`config.mk`:
```
export PLATFORM = sky130hd
export DESIGN_NAME = axi4_lite_master
export DESIGN_NICKNAME = d
export VERILOG_FILES = /design/src/rtl/axi4_lite_pkg.sv /design/src/rtl/axi4_lite_master.sv
export SDC_FILE = /design/constraint.sdc
export NUM_CORES = 1
export LEC_CHECK = 0
export CAP_MARGIN = 20
export CORE_MARGIN = 5
export CORE_UTILIZATION = 41
export CTS_CLUSTER_SIZE = 8
export DETAILED_ROUTE_END_ITERATION = 10
export PLACE_DENSITY_LB_ADDON = 0.12
export SLEW_MARGIN = 20
export SYNTH_ARGS = -nofsm -noshare
export SYNTH_HDL_FRONTEND = slang
export SYNTH_SLANG_ARGS = --single-unit
```
`constraint.sdc`:
```
create_clock -name clk -period 1.95 [get_ports clk]
set_input_delay 0.39 -clock clk [delete_from_list [all_inputs] [get_ports clk]]
set_output_delay 0.39 -clock clk [all_outputs]
set_load 0.03 [all_outputs]
```
`src/rtl/axi4_lite_pkg.sv`:
```
`default_nettype none
// ============================================================================
// Module   : axi4_lite_pkg
// Purpose  : Shared AXI4-Lite response codes, initiator FSM state encoding
//            and the LSTM accelerator register-map constants.
// Revision : 1.0 - initial release
// ============================================================================
package axi4_lite_pkg;

    // AXI4-Lite response codes carried on bresp/rresp
    localparam logic [1:0] OKAY   = 2'b00;
    localparam logic [1:0] SLVERR = 2'b10;
    localparam logic [1:0] DECERR = 2'b11;

    // Initiator FSM states
    typedef enum logic [2:0] {
        IDLE         = 3'd0,
        WR_ADDR_DATA = 3'd1,
        WR_RESP      = 3'd2,
        RD_ADDR      = 3'd3,
        RD_DATA      = 3'd4,
        RSP          = 3'd5
    } state_t;

    // LSTM accelerator register map for a four-layer build
    localparam int          LAYERS     = 4;
    localparam logic [31:0] X_IN_ADDR  = 32'h0000_0120;
    localparam logic [31:0] Y_OUT_ADDR = 32'h0000_0124;
    localparam logic [31:0] C_OUT_ADDR = 32'h0000_0128;

endpackage : axi4_lite_pkg
`default_nettype wire

```
`src/rtl/axi4_lite_master.sv`:
```
`default_nettype none
// ============================================================================
// Module   : axi4_lite_master
// Purpose  : Single-outstanding AXI4-Lite initiator. Converts a simple
//            command stream into AXI4-Lite write/read transactions and
//            returns each completion on a response stream.
// Revision : 1.0 - initial release
// ============================================================================
module axi4_lite_master
    import axi4_lite_pkg::*;
#(
    parameter logic [2:0] PROT = 3'b000,
    parameter logic [3:0] STRB = 4'hF
) (
    input  logic        clk,
    input  logic        rst,

    // command stream
    input  logic        cmd_valid,
    output logic        cmd_ready,
    input  logic        cmd_write,
    input  logic [31:0] cmd_addr,
    input  logic [31:0] cmd_data,

    // response stream
    output logic        rsp_valid,
    input  logic        rsp_ready,
    output logic        rsp_write,
    output logic [31:0] rsp_data,
    output logic [1:0]  rsp_resp,

    // AXI4-Lite write address channel
    output logic [31:0] awaddr,
    output logic [2:0]  awprot,
    output logic        awvalid,
    input  logic        awready,

    // AXI4-Lite write data channel
    output logic [31:0] wdata,
    output logic [3:0]  wstrb,
    output logic        wvalid,
    input  logic        wready,

    // AXI4-Lite write response channel
    input  logic [1:0]  bresp,
    input  logic        bvalid,
    output logic        bready,

    // AXI4-Lite read address channel
    output logic [31:0] araddr,
    output logic [2:0]  arprot,
    output logic        arvalid,
    input  logic        arready,

    // AXI4-Lite read data channel
    input  logic [31:0] rdata,
    input  logic [1:0]  rresp,
    input  logic        rvalid,
    output logic        rready,

    // status
    output logic        busy,
    output logic        err,
    input  logic        err_clear,
    output logic [15:0] txn_count
);

    state_t r_state;

    // Per-channel completion flags for the write address/data phase
    logic r_aw_done;
    logic r_w_done;

    logic w_aw_hs;
    logic w_w_hs;
    logic w_aw_fin;
    logic w_w_fin;
    logic w_err_capture;

    // Protection and strobe are fixed for every transaction
    assign awprot = PROT;
    assign arprot = PROT;
    assign wstrb  = STRB;

    // Status decodes straight from the state register, so they are glitch-free
    assign cmd_ready = (r_state == IDLE);
    assign busy      = (r_state != IDLE);

    assign w_aw_hs  = awvalid & awready;
    assign w_w_hs   = wvalid & wready;
    // A channel is finished if it handshook earlier or is handshaking now
    assign w_aw_fin = r_aw_done | w_aw_hs;
    assign w_w_fin  = r_w_done | w_w_hs;

    // Error detection coincides with the bresp/rresp capture cycle
    assign w_err_capture = ((r_state == WR_RESP) && bvalid && (bresp != OKAY)) ||
                           ((r_state == RD_DATA) && rvalid && (rresp != OKAY));

    // Transaction sequencer: all AXI and response outputs are registered here
    always_ff @(posedge clk) begin
        if (rst) begin
            r_state   <= IDLE;
            r_aw_done <= 1'b0;
            r_w_done  <= 1'b0;
            awaddr    <= '0;
            awvalid   <= 1'b0;
            wdata     <= '0;
            wvalid    <= 1'b0;
            bready    <= 1'b0;
            araddr    <= '0;
            arvalid   <= 1'b0;
            rready    <= 1'b0;
            rsp_valid <= 1'b0;
            rsp_write <= 1'b0;
            rsp_data  <= '0;
            rsp_resp  <= '0;
            txn_count <= '0;
        end else begin
            unique case (r_state)
                IDLE: begin
                    if (cmd_valid) begin
                        if (cmd_write) begin
                            awaddr    <= cmd_addr;
                            wdata     <= cmd_data;
                            awvalid   <= 1'b1;
                            wvalid    <= 1'b1;
                            r_aw_done <= 1'b0;
                            r_w_done  <= 1'b0;
                            r_state   <= WR_ADDR_DATA;
                        end else begin
                            araddr    <= cmd_addr;
                            arvalid   <= 1'b1;
                            r_state   <= RD_ADDR;
                        end
                    end
                end

                WR_ADDR_DATA: begin
                    // Each channel retires on its own handshake and then stays low
                    if (w_aw_hs) begin
                        awvalid   <= 1'b0;
                        r_aw_done <= 1'b1;
                    end
                    if (w_w_hs) begin
                        wvalid   <= 1'b0;
                        r_w_done <= 1'b1;
                    end
                    if (w_aw_fin && w_w_fin) begin
                        r_aw_done <= 1'b0;
                        r_w_done  <= 1'b0;
                        bready    <= 1'b1;
                        r_state   <= WR_RESP;
                    end
                end

                WR_RESP: begin
                    if (bvalid) begin
                        bready    <= 1'b0;
                        rsp_valid <= 1'b1;
                        rsp_write <= 1'b1;
                        rsp_data  <= '0;
                        rsp_resp  <= bresp;
                        r_state   <= RSP;
                    end
                end

                RD_ADDR: begin
                    if (arready) begin
                        arvalid <= 1'b0;
                        rready  <= 1'b1;
                        r_state <= RD_DATA;
                    end
                end

                RD_DATA: begin
                    if (rvalid) begin
                        rready    <= 1'b0;
                        rsp_valid <= 1'b1;
                        rsp_write <= 1'b0;
                        rsp_data  <= rdata;
                        rsp_resp  <= rresp;
                        r_state   <= RSP;
                    end
                end

                RSP: begin
                    // Fields are held until the consumer takes the completion
                    if (rsp_ready) begin
                        rsp_valid <= 1'b0;
                        txn_count <= txn_count + 16'd1;
                        r_state   <= IDLE;
                    end
                end

                default: begin
                    r_state <= IDLE;
                end
            endcase
        end
    end

    // Sticky error flag; a new error takes priority over a clear request
    always_ff @(posedge clk) begin
        if (rst) begin
            err <= 1'b0;
        end else if (w_err_capture) begin
            err <= 1'b1;
        end else if (err_clear) begin
            err <= 1'b0;
        end
    end

endmodule : axi4_lite_master
`default_nettype wire

```
==> results.py, run 1 <==
metrics = {
    "outcome": {
        "status": "completed",
    },
    "layout": {
        "final_util_pct": 66.2,
        "final_cell_mix": "clkdlybuf4s50_1 (254), nand2_1 (231), dfxtp_1 (159)",
        "fillCellCount": 1287,
        "design_area_um2": 9550,
        "fin_nets": 1118,
        "synthToLayoutAreaGrowth_pct": 59.4,
        "drive_above_1_share_pct": 6.97,
        "final_cells": 1202,
        "layout_commonest_cell": "clkdlybuf4s50_1",
        "num_antenna_cells": 0,
    },
    "routing": {
        "antenna_left": 0,
        "first_iter_violations": 266,
        "wirelength_um": 18200,
        "firstDrtPassIters": 5,
        "drc": 0,
        "vias": 5890,
        "wl_per_cell_um": 15.1,
        "via_per_inst": 4.90,
    },
    "hold_path": {
        "min_from": "rst",
        "min_path_type": "input port to flip-flop",
        "min_to": "txn_count[3]",
        "hold_depth": 2,
    },
    "clocking": {
        "cts_hold_buf": 0,
        "cts_root_buf": "clkbuf_16",
        "worstSkewPairLatency_ps": 410,
        "clkTransAtPathRegs_ps": 60,
        "cts_inserted_buffers": 17,
        "cts_htree_levels": 4,
        "clk_path_buf_depth": 2,
        "cts_tree": "built",
        "cts.sinks": 159,
    },
    "sta": {
        "timing.hold.ws_ps": 398,
        "slew_violations": 0,
        "tns_ps": 0,
        "fin_crit_ps": 1890,
        "worst_slack_ps": 59.8,
        "setup_viol": 0,
        "timing.final.hold_violations": 0,
        "period_share_pct": 96.9,
        "clock.fmax_mhz": 529,
        "rsz0062_at_grt": "no",
        "clock_skew_ps": 7.09,
    },
    "grt": {
        "grt_pass1_wl_um": 27300,
        "gr-total-overflow": 0,
        "grt_pass1_vias": 5418,
        "antenna_found_initial": 0,
        "grt_start_max_net_pins": 82,
        "grt_use_total_pct": 20.1,
    },
    "critical_path": {
        "crit_type": "flip-flop to output port",
        "rrSetupSlack_ps": 180,
        "r2r-end": "r_state[0]",
        "worst-endpoint-arrival_ps": 1500,
        "slowest_delay_ps": 700,
        "rr_startpoint": "r_state[1]",
        "cp_slowest_cell": "clkdlybuf4s50_1",
        "path_cells": "clkdlybuf4s50_1",
        "path_buf_inv": 1,
        "start_kind": "flip-flop",
        "worstSetupEndpointType": "output port",
        "cp_data_required_time_ps": 1560,
        "path_delay_family": "buffers and inverters",
        "worst-r2r-cell-count": 6,
        "cp_max_fo": 4,
    },
    "die": {
        "die_h_um": 131,
        "die_w_um": 131,
        "io-pin-count": 277,
        "initial_core_util_pct": 41.5,
        "core_area_um2": 14400,
        "dieArea_um2": 17100,
        "fp-row-count": 44,
    },
    "logic_synthesis": {
        "synth_cell_types": 47,
        "synthTopCellsByArea": "dfxtp_1 (53%), nand2_1 (15%), a21oi_1 (12%)",
        "synthFlopType": "dfxtp_1",
        "synth-seq-area-share_pct": 53.1,
        "synth_top_area_cell": "dfxtp_1",
        "yosysWarnings": 0,
        "synth_edf_count": 0,
        "synthArstFlopShare_pct": 0,
        "synth_area_um2": 5990,
        "avgSynthCellArea_um2": 8.04,
        "ys_ff_latch": 159,
        "netlist_instances": 745,
        "yosysTopAreaCellShare_pct": 53.1,
    },
    "placement": {
        "dp_hpwl_um": 12800,
        "dp.cells": 1171,
        "post-place-ws_ps": -128,
        "placed_cell_area_um2": 8980,
        "port_buffers": 266,
        "gp_congestion": 0.802,
    },
    "power": {
        "irDropWorstVdd_mv": 0.637,
        "total_leakage_power_nw": 3.49,
        "power_density_nw_per_um2": 1060,
        "power_mw": 10.1,
    },
    "job": {
        "maxCapViolCount": 0,
    },
}
-- where the power goes --
part | internal [mW] | total (mW) | switching (mW)
Sequential | 3.57 | 3.76 | 0.192
Clock | 1.84 | 3.13 | 1.28
Combinational | 1.34 | 3.24 | 1.90
-- metal layers --
metal / up-vias / wire [µm] / global-route usage (%)
met5: - / 0 / 0
met4: 0 / 422 / 6.78
met2: 189 / 8670 / 33.1
li1: 3008 / - / -
met1: 2664 / 7400 / 24.0
met3: 29 / 1680 / 8.05
-- sequential cells by signal, summed over array words and instances (netlist names), 2 cells and up --
| signal | count |
|---|---|
| rsp_resp | 2 |
| txn_count | 16 |
| wdata | 32 |
| araddr | 32 |
| r_state | 3 |
| rsp_data | 32 |
| awaddr | 32 |
-- final cells by class --
| cell class | instances | area, µm² | area share (%) |
|---|---|---|---|
| flip-flops and latches | 159 | 3180 | 33.3 |
| clock buffers | 21 | 470 | 4.93 |
| clock inverters | 10 | 88.8 | 0.930 |
| inverters | 5 | 18.8 | 0.197 |
| repair buffers | 297 | 3010 | 31.6 |
| well taps | 184 | 230 | 2.41 |
| multi-input cells | 526 | 2540 | 26.6 |
-- synth_stat cells (all sizes together), types with 3 or more instances --
library cell  count
xor2              6
nand4             5
o21ai             9
or4               4
nor2             15
nand2           232
buf              32
a21oi           145
and3              5
dfxtp           159
nand3            39
clkbuf           31
nor3              5
mux2i             3
nand2b            3
or3               3
a211oi            3
a31oi             3
nor2b             4
o31ai             3
o21a              3
inv               5
-- how the worst max path moves through the flow --
stage / to / slack, ps / from / depth (start not counted)
finish: txn_count[2] / 60 / txn_count[2] / 1
global route: txn_count[10] / 0.8 / txn_count[10] / 1
CTS: txn_count[12] / 9 / txn_count[12] / 1
detailed placement: txn_count[15] / -130 / rsp_ready / 5
global placement: txn_count[15] / -60 / rsp_ready / 5
floorplan: txn_count[14] / 110 / txn_count[0] / 5
-- repair_timing --
item,CTS,global route
setup buffers,0,0
cloned,0,0
endpoints found under the setup margin,4,6
resized for setup,4,6
-- cell families after synthesis --
kind of cell	share of synthesized area (%)
AOI/OAI and AO/OA	16.1
other	0.125
buffers and inverters	5.35
DFF	53.1
xor gates and xnor gates	1.17
and+or+nand+nor	23.4
muxes	0.501
adders and majority gates	0.209
No activity file was read; power rests on OpenSTA's default activity.
==> run 2, diff against run 1 <==
--- a/config.mk
+++ b/config.mk
@@ -5,7 +5,6 @@
 export SDC_FILE = /design/constraint.sdc
 export NUM_CORES = 1
 export LEC_CHECK = 0
-export CAP_MARGIN = 20
 export CORE_MARGIN = 5
 export CORE_UTILIZATION = 41
 export CTS_CLUSTER_SIZE = 8
==> results of run 2 <==
Final layout, timing and power as in run 1 (identical DEF).
==> run 3, diff against run 2 <==
--- a/config.mk
+++ b/config.mk
@@ -5,6 +5,7 @@
 export SDC_FILE = /design/constraint.sdc
 export NUM_CORES = 1
 export LEC_CHECK = 0
+export CAP_MARGIN = 5
 export CORE_MARGIN = 5
 export CORE_UTILIZATION = 41
 export CTS_CLUSTER_SIZE = 8
==> results of run 3 <==
Final layout, timing and power as in run 1 (identical DEF).
